[src/rtl/keypad_scanner_if.sv]
// Keypad scanner bus: row drive and column sense pins on the keypad side,
// debounced key report (press, key_valid strobe, key_code) on the CPU side.
// master = scanner, slave = keypad pins / CPU input port.
interface keypad_scanner_if #(
  parameter int ROWS = 4,
  parameter int COLS = 3
);
  localparam int KEY_W = $clog2(ROWS*COLS+2);

  logic [COLS-1:0]  cols;
  logic [ROWS-1:0]  rows;
  logic             press;
  logic             key_valid;
  logic [KEY_W-1:0] key_code;

  modport master (input cols, output rows, press, key_valid, key_code);
  modport slave  (output cols, input rows, press, key_valid, key_code);
endinterface

[src/rtl/keypad_scanner.sv]
// Parametrised matrix-keypad scanner with per-row dwell, 2-flop column
// synchroniser and press/release debounce. One key_valid strobe per accepted
// press; key_code = row*COLS+col+1 while held, ROWS*COLS+1 (NONE) otherwise.
// Optional feature macro: AUTOREPEAT_EN adds repeat strobes while a key is held
// (first after REPEAT_DLY cycles, then every REPEAT_RATE cycles).
module keypad_scanner #(
  parameter int ROWS       = 4,
  parameter int COLS       = 3,
  parameter int SCAN_DIV   = 1000,
  parameter int DEB_CYCLES = 20000
`ifdef AUTOREPEAT_EN
  ,
  parameter int REPEAT_DLY  = 50_000_000,
  parameter int REPEAT_RATE = 10_000_000
`endif
) (
  input logic              clk,
  input logic              reset,
  keypad_scanner_if.master bus
);
  localparam int KEY_W = $clog2(ROWS*COLS+2);
  localparam int RW    = $clog2(ROWS);
  localparam int CW    = (COLS > 1) ? $clog2(COLS) : 1;
  localparam int DW    = $clog2(SCAN_DIV+1);
  localparam int BW    = $clog2(DEB_CYCLES+1);
  localparam logic [KEY_W-1:0] NONE = KEY_W'(ROWS*COLS+1);

  typedef enum logic [1:0] {SCAN, DEBOUNCE, HELD, RELEASE} state_t;

  state_t           state;
  logic [COLS-1:0]  cs_meta;
  logic [COLS-1:0]  cs;
  logic [RW-1:0]    row_idx;
  logic [RW-1:0]    next_row;
  logic [CW-1:0]    col_idx;
  logic [CW-1:0]    first_col;
  logic [DW-1:0]    dwell_cnt;
  logic [BW-1:0]    stab_cnt;
  logic [KEY_W-1:0] new_code;
  logic             col_on;

`ifdef AUTOREPEAT_EN
  localparam int REP_MAX = (REPEAT_DLY > REPEAT_RATE) ? REPEAT_DLY : REPEAT_RATE;
  localparam int PW      = $clog2(REP_MAX+1);

  logic [PW-1:0] rep_cnt;
  logic [PW-1:0] rep_last;
  logic          repeating;

  // First repeat waits the long delay, later ones the shorter rate
  always_comb begin
    rep_last = repeating ? PW'(REPEAT_RATE-1) : PW'(REPEAT_DLY-1);
  end
`endif

  // Two-flop synchroniser for the asynchronous column sense lines
  always_ff @(posedge clk) begin
    if (reset) begin
      cs_meta <= '0;
      cs      <= '0;
    end else begin
      cs_meta <= bus.cols;
      cs      <= cs_meta;
    end
  end

  // Lowest set column wins, next row wraps, code of the latched key
  always_comb begin
    first_col = '0;
    for (int i = COLS-1; i >= 0; i--) begin
      if (cs[i]) first_col = CW'(i);
    end
    next_row = (row_idx == RW'(ROWS-1)) ? '0 : row_idx + RW'(1);
    new_code = KEY_W'(int'(row_idx)*COLS + int'(col_idx) + 1);
    col_on   = cs[col_idx];
  end

  // Scan / debounce / held / release sequencer with registered outputs
  always_ff @(posedge clk) begin
    if (reset) begin
      state         <= SCAN;
      row_idx       <= '0;
      col_idx       <= '0;
      dwell_cnt     <= '0;
      stab_cnt      <= '0;
      bus.rows      <= ROWS'(1);
      bus.press     <= 1'b0;
      bus.key_valid <= 1'b0;
      bus.key_code  <= NONE;
`ifdef AUTOREPEAT_EN
      rep_cnt       <= '0;
      repeating     <= 1'b0;
`endif
    end else begin
      bus.key_valid <= 1'b0;
      case (state)
        SCAN: begin
          if (dwell_cnt == DW'(SCAN_DIV-1)) begin
            dwell_cnt <= '0;
            if (cs != '0) begin
              col_idx  <= first_col;
              stab_cnt <= '0;
              state    <= DEBOUNCE;
            end else begin
              row_idx  <= next_row;
              bus.rows <= ROWS'(1) << next_row;
            end
          end else begin
            dwell_cnt <= dwell_cnt + DW'(1);
          end
        end
        DEBOUNCE: begin
          if (!col_on) begin
            dwell_cnt <= '0;
            state     <= SCAN;
          end else if (stab_cnt == BW'(DEB_CYCLES-1)) begin
            state         <= HELD;
            bus.key_valid <= 1'b1;
            bus.press     <= 1'b1;
            bus.key_code  <= new_code;
`ifdef AUTOREPEAT_EN
            rep_cnt       <= '0;
            repeating     <= 1'b0;
`endif
          end else begin
            stab_cnt <= stab_cnt + BW'(1);
          end
        end
        HELD: begin
          if (!col_on) begin
            stab_cnt <= '0;
            state    <= RELEASE;
`ifdef AUTOREPEAT_EN
            rep_cnt   <= '0;
            repeating <= 1'b0;
          end else if (rep_cnt == rep_last) begin
            bus.key_valid <= 1'b1;
            rep_cnt       <= '0;
            repeating     <= 1'b1;
          end else begin
            rep_cnt <= rep_cnt + PW'(1);
`endif
          end
        end
        RELEASE: begin
          if (col_on) begin
            stab_cnt <= '0;
          end else if (stab_cnt == BW'(DEB_CYCLES-1)) begin
            bus.press    <= 1'b0;
            bus.key_code <= NONE;
            row_idx      <= next_row;
            bus.rows     <= ROWS'(1) << next_row;
            dwell_cnt    <= '0;
            state        <= SCAN;
          end else begin
            stab_cnt <= stab_cnt + BW'(1);
          end
        end
        default: state <= SCAN;
      endcase
    end
  end
endmodule
[src/flat_wrapper.sv]
// flat-port wrapper written by rule: the top's interface ports become plain ports
module keypad_scanner_flat 
#(
  parameter int ROWS       = 4,
  parameter int COLS       = 3,
  parameter int SCAN_DIV   = 1000,
  parameter int DEB_CYCLES = 20000

)
  (clk, reset, bus_cols, bus_rows, bus_press, bus_key_valid, bus_key_code);
  keypad_scanner_if #(.ROWS(ROWS), .COLS(COLS)) bus_i ();
  input logic clk;
  input logic reset;
  input wire logic [$bits(bus_i.cols)-1:0] bus_cols;
  output wire logic [$bits(bus_i.rows)-1:0] bus_rows;
  output wire logic [$bits(bus_i.press)-1:0] bus_press;
  output wire logic [$bits(bus_i.key_valid)-1:0] bus_key_valid;
  output wire logic [$bits(bus_i.key_code)-1:0] bus_key_code;
  assign bus_i.cols = bus_cols;
  assign bus_rows = bus_i.rows;
  assign bus_press = bus_i.press;
  assign bus_key_valid = bus_i.key_valid;
  assign bus_key_code = bus_i.key_code;
  keypad_scanner #(.ROWS(ROWS), .COLS(COLS), .SCAN_DIV(SCAN_DIV), .DEB_CYCLES(DEB_CYCLES)) u_core (.clk(clk), .reset(reset), .bus(bus_i));
endmodule
[config.mk]
export PLATFORM = sky130hd
export DESIGN_NAME = keypad_scanner_flat
export DESIGN_NICKNAME = d
export VERILOG_FILES = /design/src/rtl/keypad_scanner_if.sv /design/src/rtl/keypad_scanner.sv /design/src/flat_wrapper.sv
export SDC_FILE = /design/constraint.sdc
export NUM_CORES = 1
export LEC_CHECK = 0
export CAP_MARGIN = 20
export CELL_PAD_IN_SITES_DETAIL_PLACEMENT = 0
export CELL_PAD_IN_SITES_GLOBAL_PLACEMENT = 1
export CORE_MARGIN = 2
export CORE_UTILIZATION = 41
export DETAILED_ROUTE_END_ITERATION = 10
export PLACE_DENSITY_LB_ADDON = 0.1
export SYNTH_ARGS = -nofsm -noshare
export SYNTH_HDL_FRONTEND = slang
export SYNTH_SLANG_ARGS = --single-unit
[constraint.sdc]
create_clock -name clk -period 2.3 [get_ports clk]
set_input_delay 0.46 -clock clk [delete_from_list [all_inputs] [get_ports clk]]
set_output_delay 0.46 -clock clk [all_outputs]
set_load 0.005 [all_outputs]
==> flow_summary.ini, run 1 <==
[run_status]
status = finished, final reports clean

[yosys]
synth-seq-area-share_pct = 36.14
synth-compound-area-share_pct = 18.79
synthArstFlopShare_pct = 0
synth.net_count = 322
synthTopCellsByArea = dfxtp_1, a21oi_1, ha_1, mux2i_1, nand2_1
synthMuxAreaShare_pct = 4.661
synth_top_area_share_pct = 36.14
synth_xor_area_share_pct = 0.3364
synth_cell_types = 58
syn_inst = 305
synth_area_um2 = 2604
yosys_register_bits = 47
yosys.area.top_type = dfxtp_1
synth_top_family_by_area = simple AND/OR/NAND/NOR gates
synthFlopType = dfxtp_1
synth_fa_ha_area_share_pct = 6.343
synth-edff-count = 0
synth_warnings = 0
synth_simple_gate_area_share_pct = 28.98
syn_avg_cell_area_um2 = 8.537

[floorplanning]
ioPinCount = 15
dieWidth_um = 83.69
core_um2 = 6241
rows = 29
die-area_um2 = 7004
initial_utilization_pct = 41.72
die_h_um = 83.69

[global_route]
met2_usage_pct = 29.67
grt_pass1_vias = 2144
met3_usage_pct = 3.561
grt_max_degree = 24
grt_busiest_layer = met2
grt_pass1_wl_mm = 10.52
grt_use_total_pct = 18.33
globalRouteMet1Util_pct = 24.86
grt_overflow = 0
antenna_found_initial = 0

[critical_path]
endpoint_kind = flop
path_depth = 5
cp_slowest_stage_delay_ns = 0.54
cp_max_fo = 8
cp_data_arrival_time_ns = 2.44
crit_slowest_cell = or4_4
crit_family = simple AND/OR/NAND/NOR gates
reg2reg_depth = 5
path_cells = or4b_4 > or4_4 > a21o_2 > o21bai_1 > a32o_1
cp-start-kind = flop
path_buf_inv = 0
cp.required_ns = 2.50
worstSetupPathType = reg2reg

[sta]
fin_crit_ns = 2.239
setup_viol = 0
fmax_ghz = 0.4467
hold_violations = 0
slew_headroom_pct = 71.45
worst_pin_slew_ns = 0.4244
rsz0062_at_grt = no
holdWs_ns = 0.4417
fin_crit_sh_pct = 97.34
maxSlewViolCount = 0
setup_tns_ns = 0
finalClockSkew_ns = 0.008661

[clock_network]
h-tree-depth = 2
cts_max_path_buffers = 2
cts_made_buffers = 5
cts_root_buffer = clkbuf_8
clkLatencyLatePin_ns = 0.30
cts_tree = built
cts_sinks = 47
path_clk_slew_ns = 0.10

[cells_and_area]
antenna_cells = 0
num-nets-final = 358
syn2layout_area_growth_pct = 20.37
drive_gt1_share_pct = 16.96

[routing]
wire_per_inst_um = 14.80
routed_via_density = 5.609
num_vias = 2350
drc = 0
drt_iter0_drc = 137
routed_wl_mm = 6.200
ant_nets = 0
firstDrtPassIters = 4

[power_and_ir_drop]
ir_drop_uv = 289.7
total_leakage_power_nw = 1.152
power.density_nw_per_um2 = 483.2
finalPower_mw = 1.515

[min_path]
hold_path.class = reg2reg
min_path_cells = 1

[placed_design]
portBuffers = 14
gp_congestion = 0.7879
dp_hpwl_mm = 4.616

[flow_run]
maxCapViolCount = 0
cell usage in the layout, fill, tap and decap left out, types with 4 or more instances in the layout:
cell type and instances:
nor2b_1 8, inv_1 13, buf_4 31, nand3b_1 7, ha_1 10, a21oi_1 24
and3_1 4, nor4_1 8, dfxtp_1 45, o31ai_1 6, o22ai_1 4, nand4_1 6
clkbuf_8 5, clkdlybuf4s50_1 14, nor2_1 18, o21ai_0 10, nand3_1 16, or3_1 8
or4_1 7, nor3_1 4, mux2i_1 11, nand2_1 22, a31oi_1 5
flip-flops by register name (all words and copies together), names as in the netlist, named ones only:
name / cells
u_core.dwell_cnt: 10
u_core.cs_meta: 3
u_core.bus.key_valid: 1
u_core.cs: 3
u_core.bus.rows: 4
u_core.stab_cnt: 15
u_core.bus.press: 1
u_core.col_idx: 2
u_core.bus.key_code: 4
u_core.row_idx: 2
u_core.state: 1
worst register-to-register path: stages (launching register included):
cell and delay, ns:
dfxtp_1 0.37, or4b_4 0.53, or4_4 0.54, a21o_2 0.29, o21bai_1 0.17, a32o_1 0.25
final cells by class:
cell class / instances / area [µm²]
well taps: 77 / 96.34
flip-flops and latches: 47 / 943.4
fillers: 610 / 3107
clock buffers: 5 / 68.82
clock inverters: 3 / 43.79
inverters: 13 / 48.80
repair buffers: 45 / 372.9
multi-input cells: 229 / 1560
synth_stat cells (all sizes together), types with 6 or more instances:
cell type,instances
a21oi,25
clkbuf,13
dfxtp,47
ha,10
inv,13
mux2i,11
nand2,22
nand3,16
nand3b,7
nand4,6
nor2,18
nor2b,8
nor4,9
o21ai,11
o31ai,6
or3,8
or4,10
layer usage:
metal	up-vias	wire length (µm)
met2	29	2918
met1	1098	3020
met3	8	176
li1	1215	-
met5	-	0
met4	0	85
metrics by stage:
step	util (%)	setup WS (ns)	std cells	cell area [µm²]
finish	50.22	0.06128	419	3134
global route	50.22	0.01568	419	3134
CTS	49.92	0.03011	419	3115
detailed placement	48.12	0.04680	411	3003
global placement	48.12	0.08419	411	3003
floorplan	-	0.03100	305	2604
cell families (layout without fill, tap and decap cells):
logic type,count (synthesis),after routing
compound gates,76,76
xor+xnor,1,1
fa+ha+maj,12,12
buf+inv,29,66
flops,47,47
mux,12,12
simple gates,128,128
worst paths after layout:
kind | to | slack (ns) | start
max | u_core.dwell_cnt[9]$_SDFFE_PP0P_ | 0.06 | u_core.stab_cnt[8]$_SDFFE_PP0P_
min | u_core.cs[1]$_SDFF_PP0_ | 0.44 | u_core.cs_meta[1]$_SDFF_PP0_
max reg2reg | u_core.dwell_cnt[9]$_SDFFE_PP0P_ | 0.06 | u_core.stab_cnt[8]$_SDFFE_PP0P_
min reg2reg | u_core.cs[1]$_SDFF_PP0_ | 0.44 | u_core.cs_meta[1]$_SDFF_PP0_
timing repair:
action | CTS | global route
hold buffers | 0 | 0
setup buffers | 0 | 0
endpoints found under the hold margin | 0 | 0
gates resized for setup | 0 | 6
setup endpoints to repair | 0 | 13
where the power goes:
part           internal (mW)  switching [mW]  total, mW
Sequential             0.822         0.00634      0.829
Combinational         0.0277          0.0344     0.0621
Clock                  0.324           0.300      0.624
No activity file was read; power rests on OpenSTA's default activity.
==> run 2: changes to the inputs <==
--- a/config.mk
+++ b/config.mk
@@ -12,6 +12,7 @@
 export CORE_UTILIZATION = 41
 export DETAILED_ROUTE_END_ITERATION = 10
 export PLACE_DENSITY_LB_ADDON = 0.1
+export REMOVE_ABC_BUFFERS = 1
 export SYNTH_ARGS = -nofsm -noshare
 export SYNTH_HDL_FRONTEND = slang
 export SYNTH_SLANG_ARGS = --single-unit
==> flow_summary.ini, run 2 (same netlist as run 1, synthesis figures left out) <==
[cells_and_area]
syn2layout_area_growth_pct = 21.05
postLayoutCoreUtil_pct = 50.50
num-nets-final = 364
mostFrequentLayoutCell = dfxtp_1
largestRegisters = u_core.stab_cnt: 15 flops, u_core.dwell_cnt: 10 flops
fillerInstances = 637
largest_reg_flops = 15
layout_common_cells = dfxtp_1, buf_4, a21oi_1
regMostFlops = u_core.stab_cnt
drive_gt1_share_pct = 16.95
antenna_cells = 0
design_area_um2 = 3152

[global_route]
grt_pass1_wl_mm = 11.51
grt_max_degree = 17
antenna_found_initial = 0
grt_pass1_vias = 2383
grt_use_total_pct = 19.88
grt_overflow = 0

[sta]
finalClockSkew_ns = 0.005146
hold_violations = 0
rsz0062_at_grt = no
holdWs_ns = 0.4421
slew_headroom_pct = 71.22
fin_crit_ns = 2.196
worst_pin_slew_ns = 0.4278
fin_crit_sh_pct = 95.48
fmax_ghz = 0.4554
maxSlewViolCount = 0
setup_viol = 0
layout_setup_ws_ns = 0.1040

[clock_network]
clkLatencyLatePin_ns = 0.30
ctsResizeCount = 0
path_clk_slew_ns = 0.09
cts_tree = built
cts_sinks = 47
h-tree-depth = 2
cts_made_buffers = 5
cts_root_buffer = clkbuf_8
post-cts-setup-buffers = 0
hold_buffers = 0
cts_max_path_buffers = 2

[power_and_ir_drop]
combinationalPowerShare_pct = 4.5
power.density_nw_per_um2 = 442.4
p_seq_share_pct = 59.5
finalPower_mw = 1.394
switching_share_pct = 23.63
p_int_mw = 1.065
switchingPower_uw = 329.5
total_leakage_power_nw = 1.173
ir_drop_uv = 271.3
power_frac_clock_pct = 36.1

[placed_design]
portBuffers = 14
gp_congestion = 0.7427
pre_cts_ws_ns = 0.08345
placed_area_um2 = 3048
dp_hpwl_mm = 4.736

[routing]
num_vias = 2404
drc = 0
drt_iter0_drc = 117
wire_per_inst_um = 15.30
firstDrtPassIters = 4
routed_wl_mm = 6.501
ant_nets = 0
routed_via_density = 5.656

[critical_path]
cp-start-kind = flop
worstSetupPathType = reg2reg
cp.required_ns = 2.50
cp_data_arrival_time_ns = 2.40
endpoint_kind = flop
cp_max_fo = 7

[run_status]
status = finished, final reports clean

[min_path]
hold_path.class = reg2reg

[floorplanning]
ioPinCount = 15
dieWidth_um = 83.69
die_h_um = 83.69
rows = 29
die-area_um2 = 7004
core_um2 = 6241
initial_utilization_pct = 41.72

[flow_run]
maxCapViolCount = 0
==> run 2: cell types whose count changed in the layout (fill, tap and decap cells not counted), sizes merged <==
cell    before  now
bufinv       1    0
buf         31   37
clkinv       2    1
clkbuf       5    7
==> run 2: layout make-up <==
class / instances / area, µm² / area share [%]
clock inverter: 1 / 5.005 / 0.1588
tap: 77 / 96.34 / 3.057
inverter: 13 / 48.80 / 1.548
multi-input combinational: 229 / 1567 / 49.70
clock buffer: 7 / 76.32 / 2.422
timing repair buffer: 51 / 417.9 / 13.26
sequential: 47 / 940.9 / 29.85
==> run 2: worst max-delay path, stage by stage, from the launching register on <==
cell	delay, ns
dfxtp_1	0.33
or4b_4	0.55
or4_4	0.55
a21o_4	0.26
o21bai_1	0.16
a32o_1	0.25
==> run 2: metrics by stage <==
| step | instances | TNS [ns] |
|---|---|---|
| 6_report | 425 | 0 |
| 5_1_grt | 425 | 0 |
| 4_1_cts | 425 | 0 |
| 3_5_place_dp | 417 | 0 |
| 3_3_place_gp | 417 | 0 |
| 2_1_floorplan | 289 | -1.832 |
==> run 2: layer usage <==
layer,wire length (µm),track usage (%),share of wire [%],up-vias
met5,0,0,0,-
met4,131,6.598,2.0,0
met3,152,3.462,2.3,11
met2,3006,32.07,46,29
met1,3211,26.97,49,1139
li1,-,-,-,1225
==> run 2: worst paths after layout <==
| path | startpoint | to | slack (ns) | cells after the start |
|---|---|---|---|---|
| min reg2reg | u_core.cs_meta[1]$_SDFF_PP0_ | u_core.cs[1]$_SDFF_PP0_ | 0.44 | 1 |
| max reg2reg | u_core.stab_cnt[5]$_SDFFE_PP0P_ | u_core.dwell_cnt[9]$_SDFFE_PP0P_ | 0.10 | 5 |
| max | u_core.stab_cnt[5]$_SDFFE_PP0P_ | u_core.dwell_cnt[9]$_SDFFE_PP0P_ | 0.10 | 5 |
| min | u_core.cs_meta[1]$_SDFF_PP0_ | u_core.cs[1]$_SDFF_PP0_ | 0.44 | 1 |
==> run 2: power by group through the flow <==
stage	Sequential, mW	Combinational, mW	Clock (mW)
6_report	0.829	0.0623	0.503
5_1_grt	0.831	0.0696	0.549
4_1_cts	0.829	0.0629	0.517
3_5_place_dp	0.848	0.0625	0
3_3_place_gp	0.848	0.0624	0
2_1_floorplan	0.846	0.0287	0
==> patch 1, RTL diff (config.mk and constraints of run 2) <==
Re-encode `state_t` (4 states) as one-hot, 4 bits wide.
--- a/src/rtl/keypad_scanner.sv
+++ b/src/rtl/keypad_scanner.sv
@@ -27,3 +27,3 @@
 
-  typedef enum logic [1:0] {SCAN, DEBOUNCE, HELD, RELEASE} state_t;
+  typedef enum logic [3:0] {SCAN = 4'b0001, DEBOUNCE = 4'b0010, HELD = 4'b0100, RELEASE = 4'b1000} state_t;
 
Formal check against the unedited RTL: no difference found for any inputs over 10 cycles, from zero or initial values and one cycle with reset high; not proved beyond that.
==> patch 1 against run 2 <==
Routed wire length decreased by 10%; utilization decreased by 1.8 points; area after synthesis increased by 1.2%; clock skew increased by 0.0040 ns; synthesized cell count decreased by 2.0%; sequential cell count increased by 2; final area decreased by 3.0%; setup slack improved by 0.055 ns; total power increased by 12%; clock power increased by 29%; cell count decreased by 4.9%.
==> patch 1: results <==
global_route:
  grt_use_total_pct: 17.4
  grt_pass1_vias: 2124
  grt_pass1_wl_um: 10200
  grt_max_degree: 31
worst_setup_path:
  worst-r2r-cell-count: 7
  crit_arrival_ns: 2.39
  r2r_slack_ns: 0.16
  crit_path_max_fanout: 12
  r2r-start: "u_core.stab_cnt[0]$_SDFFE_PP0P_"
  regToRegEndpoint: "u_core.dwell_cnt[2]$_SDFFE_PP0P_"
pwr:
  p_leak_nw: 1.11
  peakVddDrop_uv: 212
route:
  vias: 2194
  drt-total-wl_um: 5820
  initialDrtViolationCount: 79
  drtPass1Iterations: 4
timing:
  skew_ns: 0.00912
  period_minus_slack_ns: 2.14
  worst-slew-pin-transition_ns: 0.525
  holdWs_ns: 0.440
placement:
  placed_cell_area_um2: 2940
  port_buffers: 14
  dp_slack_ns: 0.174
  gp_congestion: 0.814
  hpwl_um: 4160
finish:
  drive_gt1_share_pct: 11.9
  diodes: 0
  fin_nets: 343
  fin_cells: 404
yosys:
  synth_fa_ha_area_share_pct: 6.27
  synthTopCellsByCount: "49 x dfxtp_1, 26 x a21oi_1, 19 x nand2_1, 19 x nor2_1"
  synth_compound_area_share_pct: 18.0
  synth_cells: 299
  synth.top_cell.area_share_pct: 37.2
  yosysUniqueCellTypes: 65
  synth_mux_area_share_pct: 2.85
  synth_seq_area_share_pct: 37.2
  synth_top_cells_by_area: "dfxtp_1 37%, a21oi_1 4.9%, ha_1 4.8%"
  synth_flop_cell: "dfxtp_1"
  synth_xor_area_share_pct: 1.33
hold_path:
  min-delay-start: "u_core.cs_meta[1]$_SDFF_PP0_"
  hold-path-cell-count: 1
  min_to: "u_core.cs[1]$_SDFF_PP0_"
clock_network:
  cts-root-buf: "clkbuf_8"
status:
  status: "finished clean"
patch 1: cell types whose count changed in the layout (fill, tap and decap cells not counted), moves of 4 or more:
cell	change
and2_1	+4
nor4_1	-8
or4_1	-5
mux2i_1	-4
buf_4	-23
o21ai_1	+5
nor3_1	+5
o31ai_1	-4
patch 1: power breakdown:
group          total [W]  internal (W)  leakage, nW  switching, W
Combinational  0.0000540     0.0000252        0.654     0.0000288
Clock           0.000648      0.000355       0.0585      0.000293
Sequential      0.000864      0.000857        0.397    0.00000700
patch 1: kinds of logic (layout without fill, tap and decap cells):
| group | count (synthesis) | in the layout |
|---|---|---|
| muxes | 7 | 7 |
| AOI/OAI and AO/OA | 74 | 74 |
| xor gates and xnor gates | 4 | 4 |
| adders and majority gates | 12 | 12 |
| buffers and inverters | 22 | 50 |
| and+or+nand+nor | 131 | 131 |
| DFF | 49 | 49 |
patch 1: layout make-up:
cell class | instances | area, µm²
clock buffer | 7 | 86.3
clock inverter | 1 | 30.0
fill | 640 | 3220
inverter | 13 | 48.8
multi-input combinational | 228 | 1550
sequential | 49 | 981
tap | 77 | 96.3
timing repair buffer | 29 | 265
patch 1: worst max-delay path, stage by stage, from the launching register on:
cell and delay, ns:
dfxtp_1 0.38, ha_1 0.22, and4_1 0.25, nand4_1 0.15, nor4_4 0.24, nor2_2 0.17
or4b_1 0.52, a21oi_1 0.14
patch 1: repair_timing:
action                                  4_1_cts  5_1_grt
endpoints found under the hold margin         0        0
endpoints found under the setup margin        0        1
resized for setup                             0        1
patch 1: metal layers:
| layer | vias up | share of wire [%] | track usage (%) |
|---|---|---|---|
| li1 | 1147 | - | - |
| met1 | 1007 | 53 | 25.7 |
| met2 | 31 | 42 | 25.7 |
| met3 | 9 | 3.0 | 3.05 |
| met4 | 0 | 1.5 | 6.01 |
| met5 | - | 0 | 0 |
==> patch 2, RTL diff (config.mk and constraints of run 2) <==
Without the edit above. `ROWS` is set to 4 in 3 places; all go to 2.
--- a/src/rtl/keypad_scanner_if.sv
+++ b/src/rtl/keypad_scanner_if.sv
@@ -4,3 +4,3 @@
 interface keypad_scanner_if #(
-  parameter int ROWS = 4,
+  parameter int ROWS = 2,
   parameter int COLS = 3
--- a/src/rtl/keypad_scanner.sv
+++ b/src/rtl/keypad_scanner.sv
@@ -6,3 +6,3 @@
 module keypad_scanner #(
-  parameter int ROWS       = 4,
+  parameter int ROWS       = 2,
   parameter int COLS       = 3,
--- a/src/flat_wrapper.sv
+++ b/src/flat_wrapper.sv
@@ -3,3 +3,3 @@
 #(
-  parameter int ROWS       = 4,
+  parameter int ROWS       = 2,
   parameter int COLS       = 3,
Ports: changed (resized bus_key_code and bus_rows); port bits go from 15 to 12. The function was not compared with the original's and may differ.
==> patch 2 against run 2 <==
Setup slack worse by 0.029 ns; area after synthesis fell by 15%; sequential power shrank 9.9%; routed wire length decreased by 24%; total power is 11% higher; sequential cell count down 5; final area decreased by 17%; fmax decreased by 1.3%; critical endpoint is now u_core.dwell_cnt[3]$_SDFFE_PP0P_; largest power group unchanged; highest routed layer unchanged.
==> patch 2: results <==
finish:
  fillers: 512
  drive_gt1_share_pct: 13.3
  fin_nets: 294
placement:
  gp_congestion: 0.785
  hpwl_um: 3550
  port_buffers: 11
  placed_cell_area_um2: 2450
  dp_slack_ns: 0.0554
  dp.cells: 346
yosys:
  yosysUniqueCellTypes: 57
  synth_cells: 263
  synth_seq_area_share_pct: 38.2
  synth_top_cells_by_area: "dfxtp_1 38%, nor2_1 4.3%, nand2_1 3.6%"
  synthTopCellsByCount: "42 x dfxtp_1, 25 x nor2_1, 21 x nand2_1"
  synth.top_cell.area_share_pct: 38.2
global_route:
  met2_usage_pct: 25.9
  grt_max_degree: 33
  grt_pass1_wl_um: 8560
  grt_use_total_pct: 17.8
  use_met3_pct: 3.53
  grt_pass1_vias: 1787
  grtUsageMet1_pct: 25.6
route:
  initialDrtViolationCount: 102
  vias_per_cell: 5.51
  wl_per_cell_um: 14.0
  drt-total-wl_um: 4970
hold_path:
  hold_path_class: "reg2reg"
  min-delay-start: "u_core.cs_meta[0]$_SDFF_PP0_"
  min_to: "u_core.cs[0]$_SDFF_PP0_"
timing:
  skew_ns: 0.00726
  fin_ws_ns: 0.0753
  holdWs_ns: 0.438
  worst-slew-pin-transition_ns: 0.440
worst_setup_path:
  endpoint: "u_core.dwell_cnt[3]$_SDFFE_PP0P_"
  worst-r2r-cell-count: 8
  crit_arrival_ns: 2.46
  crit_path_max_fanout: 7
status:
  status: "finished clean"
pwr:
  p_leak_nw: 0.889
  peakVddDrop_uv: 352
-- patch 2: power breakdown --
part / internal [W] / total (W) / switching (W)
clock: 0.000463 / 0.000728 / 0.000265
combinational: 0.0000319 / 0.0000660 / 0.0000341
sequential: 0.000738 / 0.000747 / 0.00000903
-- patch 2: layout make-up --
type | instances | area [µm²] | share of cell area (%)
clock inverter | 2 | 60.1 | 2.28
inverter | 12 | 45.0 | 1.71
clock buffer | 6 | 82.6 | 3.14
sequential | 42 | 845 | 32.1
timing repair buffer | 29 | 249 | 9.47
tap | 70 | 87.6 | 3.33
multi-input combinational | 195 | 1260 | 47.9
-- patch 2: cells by family (layout without fill, tap and decap cells) --
kind of cell,Yosys count,count (layout),share of synthesized area (%)
fa+ha+maj,5,5,3.07
flops,42,42,38.2
buf+inv,26,49,5.11
simple gates,119,119,29.9
mux,3,3,1.36
xor+xnor,10,10,3.98
compound gates,58,58,18.4
-- patch 2: repair_timing --
action	CTS	global route
buffers inserted	0	2
resized for setup	0	7
endpoints found under the setup margin	0	13
-- patch 2: layer usage --
layer	up-vias	part of all wire, %	wire length, µm
li1	998	-	-
met1	921	53	2620
met2	34	42	2110
met3	7	3.4	170
met4	0	1.4	72
met5	-	0	0
-- patch 2: critical path, stage by stage, from the launching register on --
cell	delay [ns]
dfxtp_4	0.37
or4b_1	0.53
nor3_2	0.25
or3b_4	0.45
a21boi_4	0.16
buf_6	0.13
buf_4	0.11
nand3_1	0.07
o211ai_2	0.07
